==> src/rtl/bus_rr_arbiter.sv <==
// Two-master shared bus with round-robin arbitration, optional hold limit,
// parametrised slave address map and a registered read-return path.
module bus_rr_arbiter #(
    parameter int DATA_W      = 64,
    parameter int ADDR_W      = 16,
    parameter int N_SLAVE     = 4,
    parameter int REGION_BITS = 5,
    parameter int MAX_HOLD    = 0
) (
    input  logic                        clk,
    input  logic                        reset_n,
    input  logic [1:0]                  m_req,
    input  logic [1:0]                  m_wr,
    input  logic [ADDR_W-1:0]           m0_addr,
    input  logic [ADDR_W-1:0]           m1_addr,
    input  logic [DATA_W-1:0]           m0_dout,
    input  logic [DATA_W-1:0]           m1_dout,
    input  logic [N_SLAVE*DATA_W-1:0]   s_dout,
    output logic [1:0]                  m_grant,
    output logic [DATA_W-1:0]           m_din,
    output logic [1:0]                  m_rvalid,
    output logic [1:0]                  m_err,
    output logic [N_SLAVE-1:0]          s_sel,
    output logic                        s_wr,
    output logic [ADDR_W-1:0]           s_addr,
    output logic [DATA_W-1:0]           s_din
);

    localparam int RGN_W  = ADDR_W - REGION_BITS;
    localparam int HOLD_W = (MAX_HOLD > 1) ? $clog2(MAX_HOLD) : 1;
    localparam logic [HOLD_W-1:0] HOLD_LAST = (MAX_HOLD > 1) ? HOLD_W'(MAX_HOLD - 1) : '0;
    localparam bit HOLD_EN = (MAX_HOLD != 0);

    typedef enum logic [1:0] {
        IDLE = 2'd0,
        G0   = 2'd1,
        G1   = 2'd2
    } state_t;

    state_t              state_r;
    state_t              next_state_s;
    logic [1:0]          grant_r;
    logic                last_r;
    logic [HOLD_W-1:0]   hold_cnt_r;
    logic                hold_force_s;

    logic                owner_s;
    logic                xfer_s;
    logic                wr_s;
    logic [ADDR_W-1:0]   addr_s;
    logic [DATA_W-1:0]   wdata_s;
    logic [RGN_W-1:0]    region_s;
    logic [N_SLAVE-1:0]  sel_s;
    logic                err_s;

    logic [1:0]          rvalid_r;
    logic [1:0]          err_r;
    logic [N_SLAVE-1:0]  sel_r;
    logic [DATA_W-1:0]   din_s;

    assign hold_force_s = HOLD_EN && (hold_cnt_r == HOLD_LAST);

    // Next-state logic: round-robin tie-break on last_r, forced handover at hold limit
    always_comb begin
        next_state_s = state_r;
        case (state_r)
            IDLE: begin
                if (m_req == 2'b11)  next_state_s = last_r ? G0 : G1;
                else if (m_req[0])   next_state_s = G0;
                else if (m_req[1])   next_state_s = G1;
                else                 next_state_s = IDLE;
            end
            G0: begin
                if (!m_req[0])                    next_state_s = m_req[1] ? G1 : IDLE;
                else if (hold_force_s && m_req[1]) next_state_s = G1;
                else                              next_state_s = G0;
            end
            G1: begin
                if (!m_req[1])                    next_state_s = m_req[0] ? G0 : IDLE;
                else if (hold_force_s && m_req[0]) next_state_s = G0;
                else                              next_state_s = G1;
            end
            default: next_state_s = IDLE;
        endcase
    end

    // Arbiter state, registered grant, last owner and hold counter
    always_ff @(posedge clk or negedge reset_n) begin
        if (!reset_n) begin
            state_r    <= IDLE;
            grant_r    <= 2'b00;
            last_r     <= 1'b1;
            hold_cnt_r <= '0;
        end else begin
            state_r <= next_state_s;
            grant_r <= {next_state_s == G1, next_state_s == G0};
            if (next_state_s == G0)      last_r <= 1'b0;
            else if (next_state_s == G1) last_r <= 1'b1;
            else                         last_r <= last_r;
            // Saturating at the limit makes a late request from the other master hand over at once
            if (next_state_s != state_r)                          hold_cnt_r <= '0;
            else if (state_r != IDLE && hold_cnt_r != HOLD_LAST)  hold_cnt_r <= hold_cnt_r + HOLD_W'(1);
            else                                                  hold_cnt_r <= hold_cnt_r;
        end
    end

    assign m_grant = grant_r;
    assign owner_s = grant_r[1];
    assign xfer_s  = |(grant_r & m_req);

    // Owner path mux, zero outside a transfer cycle
    always_comb begin
        addr_s  = '0;
        wdata_s = '0;
        wr_s    = 1'b0;
        if (xfer_s) begin
            addr_s  = owner_s ? m1_addr : m0_addr;
            wdata_s = owner_s ? m1_dout : m0_dout;
            wr_s    = m_wr[owner_s];
        end else begin
            addr_s  = '0;
            wdata_s = '0;
            wr_s    = 1'b0;
        end
    end

    assign region_s = addr_s[ADDR_W-1:REGION_BITS];

    // Region decode; an out-of-map region leaves every select low
    always_comb begin
        sel_s = '0;
        for (int k = 0; k < N_SLAVE; k++) begin
            sel_s[k] = xfer_s && (region_s == RGN_W'(k));
        end
    end

    assign err_s  = xfer_s && !(|sel_s);
    assign s_sel  = sel_s;
    assign s_wr   = wr_s && (|sel_s);
    assign s_addr = addr_s;
    assign s_din  = wdata_s;

    // Read-return capture: one-cycle rvalid/err pulses toward the transfer owner
    always_ff @(posedge clk or negedge reset_n) begin
        if (!reset_n) begin
            rvalid_r <= 2'b00;
            err_r    <= 2'b00;
            sel_r    <= '0;
        end else begin
            rvalid_r <= grant_r & {2{xfer_s && !wr_s}};
            err_r    <= grant_r & {2{err_s}};
            sel_r    <= (xfer_s && !wr_s) ? sel_s : '0;
        end
    end

    // Return data mux from the captured select; zero on decode error
    always_comb begin
        din_s = '0;
        for (int k = 0; k < N_SLAVE; k++) begin
            din_s = din_s | (s_dout[k*DATA_W +: DATA_W] & {DATA_W{sel_r[k]}});
        end
    end

    assign m_din    = din_s;
    assign m_rvalid = rvalid_r;
    assign m_err    = err_r;

endmodule

==> config.mk <==
export PLATFORM = sky130hd
export DESIGN_NAME = bus_rr_arbiter
export DESIGN_NICKNAME = d
export VERILOG_FILES = /design/src/rtl/bus_rr_arbiter.sv
export SDC_FILE = /design/constraint.sdc
export NUM_CORES = 1
export LEC_CHECK = 0
export ABC_AREA = 1
export CAP_MARGIN = 20
export CORE_AREA = 4 4 224 226
export DETAILED_ROUTE_END_ITERATION = 8
export DIE_AREA = 0 0 228 230
export GPL_TIMING_DRIVEN = 1
export PLACE_DENSITY = 0.4
export REMOVE_ABC_BUFFERS = 1
export SYNTH_ARGS = -nofsm -noshare
export SYNTH_HDL_FRONTEND = slang
export SYNTH_SLANG_ARGS = --single-unit
==> constraint.sdc <==
create_clock -name clk -period 1.9 [get_ports clk]
set_input_delay 0.38 -clock clk [delete_from_list [all_inputs] [get_ports clk]]
set_output_delay 0.38 -clock clk [all_outputs]
set_load 0.01 [all_outputs]
==> results.cfg, run 1 <==
[placed_design]
place_area_sq_um = 10700
place.gp.congestion = 0.851
dp_hpwl_um = 34300
port_buffers = 576

[timing]
rsz0062_at_grt = true
maxSlewHeadroom = 0.767
timing.final.hold_violations = 0
tightest_slew_ps = 349
skew_ps = 4.40
setup_viol = 81
timing.fmax_mhz = 430
finalCriticalPeriod_ps = 2330
tns_ps = -19440
fin_crit_sh = 1.22
finalWorstSetupSlack_ps = -426
slew_viol_final = 0

[detailed_routing]
vias_per_cell = 3.72
wl_um = 42400
wl_per_cell_um = 19.7
first_iter_violations = 219
detail-route-antenna-nets = 0
dr.pass1.iters = 4
drc_errors = 0
via_count = 8011

[global_routing]
grt_overflow = 0
antenna_found_initial = 19
grt_pass1_vias = 8480
grt_pass1_wl_um = 58000
grt_max_degree = 26
track_usage = 0.148

[synthesis]
syn_inst = 849
yosysSeqAreaShare = 0.0873
synth-seq-cells = 13
synth_warnings = 0
synth.distinct_cells = 25
synth_area_sq_um = 3740
syn_avg_cell_area_sq_um = 4.41

[power_and_ir_drop]
power_density_nw_per_um2 = 445
power.leakage_nw = 6.27
ir_drop_v = 0.000306

[worst_hold_path]
worstHoldPathType = in -> async

[outcome]
violations = negative setup slack
outcome = finished with violations

[worst_setup_path]
r2r_start = m_grant[1]
worstPathMaxFanout = 9
arrival_ps = 1950
crit_type = reg -> out
startpoint_type = register
r2r_cells = 11
r2r-end = sel_r[3]
end_kind = output port
reg2reg_slack_ps = 160
cp_data_required_time_ps = 1520

[floorplan]
die_w_um = 228
core_sq_um = 48300
initial_core_util = 0.0774
io_pins = 577
die_height_um = 230
rows = 81
die_area_sq_um = 52400

[finish]
stdcell_area_sq_um = 12800
fill_cells = 5436
nNetsFinal = 1943
area.sequential_sq_um = 333
multi_input_area_sq_um = 3710
area_growth_pct = 241
drive_gt1_frac = 0.351

[flow_run]
maxCapViolations = 0

[clock_network]
insertion_delay_ps = 240
cts_root_buf = clkbuf_16
clkTransAtPathRegs_ps = 40
cts_tree = done
clockBufferDepth = 2
hold_buffers = 0
cts.sinks = 13
htreeDepth = 1
cts_buffers = 3
Yosys cell counts:
master | n | area [sq um]
nand3_2 | 1 | 10.0
nand3_1 | 5 | 25.0
o21ai_2 | 4 | 35.0
nor3_2 | 2 | 20.0
buf_4 | 1 | 7.51
nor2_4 | 1 | 11.3
nand4_1 | 64 | 400
nand2_1 | 583 | 2190
inv_1 | 93 | 349
nor3_1 | 1 | 5.00
dfstp_2 | 1 | 26.3
buf_2 | 10 | 50.1
a21oi_1 | 1 | 5.00
a31oi_1 | 1 | 6.26
nor2_1 | 17 | 63.8
buf_6 | 2 | 22.5
dfrtp_1 | 12 | 300
buf_1 | 9 | 33.8
ha_1 | 2 | 25.0
clkbuf_1 | 32 | 120
o21ai_0 | 1 | 5.00
a21oi_2 | 1 | 8.76
o21ai_1 | 2 | 10.0
nand2_2 | 1 | 6.26
inv_2 | 2 | 7.51
area by class of cell:
type                       instances  area share
antenna                           12     0.00235
tap                              622      0.0610
inverter                          95      0.0286
clock buffer                       4     0.00618
timing repair buffer             719       0.585
multi-input combinational        687       0.291
sequential                        13      0.0261
worst max-delay path, stage by stage, from the launching register on:
cell     delay, ps
dfrtp_2        460
nand2_2        110
nand2_4         60
buf_12         140
buf_12         140
nand2_4         70
nand3_4         90
nor2_4         150
buf_6          120
o21ai_4         50
a21oi_2        140
buf_2          160
worst max-delay path by stage:
| stage | endpoint | cells past startpoint | from | slack [ps] |
|---|---|---|---|---|
| 4_1_cts | s_wr | 10 | m_grant[1] | -470 |
| 5_1_grt | s_wr | 11 | m_grant[1] | -540 |
| 3_3_place_gp | s_wr | 12 | m_req[0] | -1130 |
| 6_report | s_wr | 11 | m_grant[1] | -430 |
| 2_1_floorplan | s_wr | 8 | m_grant[1] | -1880 |
| 3_5_place_dp | s_wr | 12 | m_req[0] | -1140 |
timing repair:
item                                    in CTS  in global routing
pin swaps                                   45                 77
cloned                                      13                  5
endpoints found under the setup margin     155                144
resized for setup                          725                321
buffers inserted                            50                 17
per-layer routing:
metal	GRT usage	vias to the layer above	routed length, um
met5	0	-	27
met4	0.0469	4	935
met3	0.0509	40	3310
met2	0.281	403	22800
met1	0.153	3637	15300
li1	-	3927	-
cell families (layout without fill, tap and decap cells):
group | count (synthesis) | after routing | share of synthesized area
and+or+nand+nor | 675 | 675 | 0.730
other | 0 | 12 | 0
AOI/OAI and AO/OA | 10 | 10 | 0.0187
DFF | 13 | 13 | 0.0873
adders and majority gates | 2 | 2 | 0.00669
buffers and inverters | 149 | 818 | 0.158
through the flow:
step	setup WS [ps]	hold slack, ps	instances	power (mW)	utilization
4_1_cts	-474	433	2129	5.01	0.248
3_3_place_gp	-1130	471	2065	3.64	0.222
5_1_grt	-537	445	2150	6.10	0.264
3_5_place_dp	-1140	476	2065	3.63	0.222
2_1_floorplan	-1880	84.4	795	1.42	-
6_report	-426	416	2152	5.68	0.264
sequential cells by signal, indices dropped and copies added (netlist names):
signal    cells
sel_r         4
last_r        1
m_rvalid      2
state_r       2
m_grant       2
m_err         2
power breakdown:
part	internal, mW	switching (mW)	leakage, nW
logic	2.73	2.20	6.07
clock network	0.282	0.111	0.0382
registers	0.324	0.0287	0.164
layout by cell type, fill, tap and decap left out, types with 22 or more instances in the layout:
master and instances:
inv_1 22, nand2_4 85, nand4_1 64, buf_2 31, clkdlybuf4s50_1 423, buf_4 58, nand2_2 68, buf_6 107
clkbuf_2 29, buf_12 29, inv_2 70, nand2_1 431
Note: power is estimated with default switching activity, not from simulation.
==> run 2, diff against run 1 <==
==> constraint.sdc (replaced) <==
create_clock -name clk -period 2.6 [get_ports clk]
set_input_delay 0.52 -clock clk [delete_from_list [all_inputs] [get_ports clk]]
set_output_delay 0.52 -clock clk [all_outputs]
set_load 0.01 [all_outputs]
==> results.cfg, run 2 (synthesis results as in run 1) <==
[outcome]
outcome = finished, final reports clean

[worst_setup_path]
startpoint_type = input port
arrival_ps = 2020
end_kind = output port
cp_data_required_time_ps = 2080
r2r-end = sel_r[0]
r2r_cells = 11
worstPathMaxFanout = 5
crit_type = in -> out
r2r_start = m_grant[1]
reg2reg_slack_ps = 830

[global_routing]
grt_pass1_vias = 8197
grt_pass1_wl_um = 54700
antenna_found_initial = 14
grt_overflow = 0
track_usage = 0.137
grt_max_degree = 40

[floorplan]
die_area_sq_um = 52400
die_w_um = 228
die_height_um = 230
core_sq_um = 48300
io_pins = 577
initial_core_util = 0.0774
rows = 81

[placed_design]
place_ws_ps = -681
place_area_sq_um = 10600
dp_hpwl_um = 34100
port_buffers = 576
place.gp.congestion = 0.847

[timing]
skew_ps = 3.59
tns_ps = 0
setup_viol = 0
finalWorstSetupSlack_ps = 64.9
finalCriticalPeriod_ps = 2540
maxSlewHeadroom = 0.590
slew_viol_final = 0
timing.final.hold_violations = 0
rsz0062_at_grt = true
timing.fmax_mhz = 394
fin_crit_sh = 0.975
tightest_slew_ps = 612

[clock_network]
insertion_delay_ps = 240
htreeDepth = 1
cts.sinks = 13
clockBufferDepth = 2
clkTransAtPathRegs_ps = 40
cts_buffers = 3
cts_tree = done
cts_root_buf = clkbuf_16

[detailed_routing]
wl_um = 38500
detail-route-antenna-nets = 0
first_iter_violations = 237
via_count = 7558
dr.pass1.iters = 4
wl_per_cell_um = 18.6
drc_errors = 0
vias_per_cell = 3.65

[finish]
final_common_cell = nand2_1
area_growth_pct = 193
largest_reg_flops = 4
stdcell_area_sq_um = 10900
mostFrequentLayoutCells = nand2_1, clkdlybuf4s50_1, inv_1, dlygate4sd2_1, nand4_1
regMostFlops = sel_r
fill_cells = 5560
nNetsFinal = 1870
drive_gt1_frac = 0.0830

[worst_hold_path]
hp-start = last_r
worst_hold_path.endpoint = last_r
whs_path_depth = 2
worstHoldPathType = reg -> reg

[power_and_ir_drop]
finalPower_mw = 2.99
combPwrFrac = 0.815
pwr-share-clk = 0.096
p_switching_mw = 1.20
power.leakage_nw = 5.32
swShare = 0.400
internal_power_mw = 1.80
power_density_nw_per_um2 = 273
ir_drop_v = 0.000257
p_seq_frac = 0.089

[flow_run]
maxCapViolations = 0
run 2: layout make-up:
type | instances | area [sq um] | share of cell area
multi-input cells | 687 | 2940 | 0.269
diodes | 4 | 10.0 | 0.000914
flip-flops and latches | 13 | 338 | 0.0309
repair buffers | 646 | 6440 | 0.588
inverters | 95 | 364 | 0.0333
well taps | 622 | 778 | 0.0711
clock buffers | 4 | 78.8 | 0.00720
run 2: metrics by stage:
stage / util / hold WS (ps) / cells
after floorplan: - / 224 / 795
after global placement: 0.220 / 474 / 2052
after detailed placement: 0.220 / 482 / 2052
after CTS: 0.224 / 488 / 2063
after global routing: 0.226 / 516 / 2068
final: 0.226 / 483 / 2071
run 2: worst max-delay path by stage:
stage,from,endpoint,depth (start not counted)
2_1_floorplan,m_grant[1],s_wr,8
3_3_place_gp,m_req[0],s_wr,12
3_5_place_dp,m_req[0],s_wr,12
5_1_grt,m_grant[1],s_din[26],7
6_report,m_req[1],s_wr,12
4_1_cts,m_grant[1],s_wr,12
run 2: critical path, cell delays in order:
cell and delay (ps):
dlygate4sd2_1 260, nand2_2 100, nand2_4 80, buf_12 150, buf_6 130, nand2_4 60, nand3_4 100, nor2_4 130
buf_6 130, o21ai_4 60, a21oi_2 140, buf_2 150
run 2: per-layer routing:
| metal | global-route usage | up-vias | part of all wire |
|---|---|---|---|
| met2 | 0.274 | 398 | 0.53 |
| li1 | - | 3750 | - |
| met4 | 0.00421 | 2 | 0.0056 |
| met5 | 0 | - | 0.00021 |
| met3 | 0.0427 | 26 | 0.083 |
| met1 | 0.149 | 3382 | 0.38 |
run 2: what timing repair did:
action	in CTS	in global routing
pin swaps	5	13
setup buffers	5	6
endpoints found under the setup margin	83	10
gates cloned	2	0
gates resized for setup	114	32
hold buffers	0	0
run 2: power groups by stage:
| stage | Sequential, mW | Combinational (mW) | Clock (mW) |
|---|---|---|---|
| after floorplan | 0.311 | 0.725 | 0 |
| after global placement | 0.265 | 2.36 | 0 |
| after detailed placement | 0.266 | 2.35 | 0 |
| after CTS | 0.267 | 2.43 | 0.293 |
| after global routing | 0.270 | 2.68 | 0.306 |
| final | 0.265 | 2.44 | 0.288 |
==> run 3, diff against run 2 <==
--- a/config.mk
+++ b/config.mk
@@ -7,11 +7,11 @@
 export LEC_CHECK = 0
 export ABC_AREA = 1
 export CAP_MARGIN = 20
-export CORE_AREA = 4 4 224 226
+export CORE_AREA = 4 4 220 222
 export DETAILED_ROUTE_END_ITERATION = 8
-export DIE_AREA = 0 0 228 230
+export DIE_AREA = 0 0 224 226
 export GPL_TIMING_DRIVEN = 1
-export PLACE_DENSITY = 0.4
+export PLACE_DENSITY = 0.41
 export REMOVE_ABC_BUFFERS = 1
 export SYNTH_ARGS = -nofsm -noshare
 export SYNTH_HDL_FRONTEND = slang
==> constraint.sdc (replaced) <==
create_clock -name clk -period 3.2 [get_ports clk]
set_input_delay 0.64 -clock clk [delete_from_list [all_inputs] [get_ports clk]]
set_output_delay 0.64 -clock clk [all_outputs]
set_load 0.01 [all_outputs]
==> results.cfg, run 3 (synthesis results as in run 1) <==
[outcome]
outcome = finished, final reports clean

[finish]
nNetsFinal = 1842
final_common_cell = nand2_1
instances_no_fill = 2032
mostFrequentLayoutCells = nand2_1, clkdlybuf4s50_1, inv_1, nand4_1, buf_4
area_growth_pct = 185
drive_gt1_frac = 0.0494
regMostFlops = sel_r
largest_reg_flops = 4
fin_util = 0.230
fill_cells = 5303

[detailed_routing]
dr.pass1.iters = 5
detail-route-antenna-nets = 0
drc_errors = 0
wl_met3_um = 3920
maxUsedRoutingLayer = met5
wl_um = 38900
wl_per_cell_um = 19.1
wl_met1_um = 13900
met2_length_um = 20100
via_count = 7490
vias_per_cell = 3.69
first_iter_violations = 289

[floorplan]
die_height_um = 226
die_area_sq_um = 50600
io_pins = 577
core_sq_um = 46400
initial_core_util = 0.0807
rows = 79
die_w_um = 224

[timing]
fin_crit_sh = 0.997
slew_viol_final = 0
hold_ws_ps = 494
setup_viol = 0
finalCriticalPeriod_ps = 3190
tightest_slew_ps = 685
skew_ps = 0.857
timing.fmax_mhz = 313
maxSlewHeadroom = 0.542
finalWorstSetupSlack_ps = 9.93
timing.final.hold_violations = 0
rsz0062_at_grt = true

[worst_setup_path]
end_kind = output port
cp_data_required_time_ps = 2560
arrival_ps = 2550
startpoint_type = input port
worstPathMaxFanout = 11
crit_type = in -> out

[clock_network]
cts_root_buf = clkbuf_16
clockBufferDepth = 2
cts_tree = done
insertion_delay_ps = 240
htreeDepth = 1
cts_buffers = 3
clkTransAtPathRegs_ps = 50
cts.sinks = 13

[global_routing]
antenna_found_initial = 20
grt_pass1_vias = 7935
track_usage = 0.143
grt_overflow = 0
grt_pass1_wl_um = 53500
grt_max_degree = 65

[placed_design]
placedCellCount = 2016
place_ws_ps = -216
dp_hpwl_um = 34300
place.gp.congestion = 0.903
port_buffers = 576

[power_and_ir_drop]
finalPower_mw = 2.37
power.leakage_nw = 5.07
ir_drop_v = 0.000171
power_density_nw_per_um2 = 222

[worst_hold_path]
worstHoldPathType = reg -> reg

[flow_run]
maxCapViolations = 0
run 3: cell count changes in the layout (fill, tap and decap cells not counted), sizes merged, moves of 2 or more:
cell           before  now
dlygate4sd2        68    3
clkdlybuf4s50     500  556
buf                71   43
diode               4    8
clkbuf              6    4
dlymetal6s2s        2   15
run 3: final timing paths:
path	start	endpoint	slack, ps	cells after the start
min in group asynchronous	reset_n	m_err[1]	820	1
worst min-delay path	last_r	last_r	490	2
worst max-delay path	m_req[0]	s_sel[2]	10	11
max in group asynchronous	reset_n	m_grant[1]	1900	1
worst min register to register	last_r	last_r	490	2
worst max register to register	m_grant[1]	m_err[0]	1190	12
run 3: metrics by stage:
| stage | setup TNS, ps | cell area [sq um] |
|---|---|---|
| floorplan | -34180 | 3510 |
| global placement | -638 | 10500 |
| detailed placement | -725 | 10500 |
| CTS | -1290 | 10600 |
| global route | -254 | 10700 |
| finish | 0 | 10700 |
run 3: final cells by class:
cell class                 instances  area, sq um  area share
antenna                            8         20.0     0.00187
clock buffer                       4         78.8     0.00738
inverter                          95          357      0.0334
multi-input combinational        687         2840       0.266
sequential                        13          333      0.0312
tap                              607          759      0.0711
timing repair buffer             618         6290       0.589
run 3: layer usage:
metal | up-vias | track usage
li1 | 3699 | -
met1 | 3325 | 0.147
met2 | 412 | 0.267
met3 | 46 | 0.0562
met4 | 8 | 0.0406
met5 | - | 0
run 3: critical path: stages:
cell and delay [ps]:
clkdlybuf4s50_1 420, nand2_1 100, nand2_2 70, buf_12 140, buf_6 130, nand2_1 130, nand2_2 100, nor2_2 120
nand2_1 80, inv_1 60, clkdlybuf4s50_1 550
run 3: repair_timing:
action,4_1_cts,5_1_grt
hold buffers,0,0
endpoints found under the setup margin,6,51
pin swaps,0,3
resized for setup,3,25
buffers inserted,0,3
gates cloned,1,0
run 3: power breakdown:
| group | internal (mW) | switching [mW] | total, mW |
|---|---|---|---|
| Clock | 0.168 | 0.0692 | 0.237 |
| Combinational | 1.07 | 0.847 | 1.92 |
| Sequential | 0.192 | 0.0184 | 0.211 |
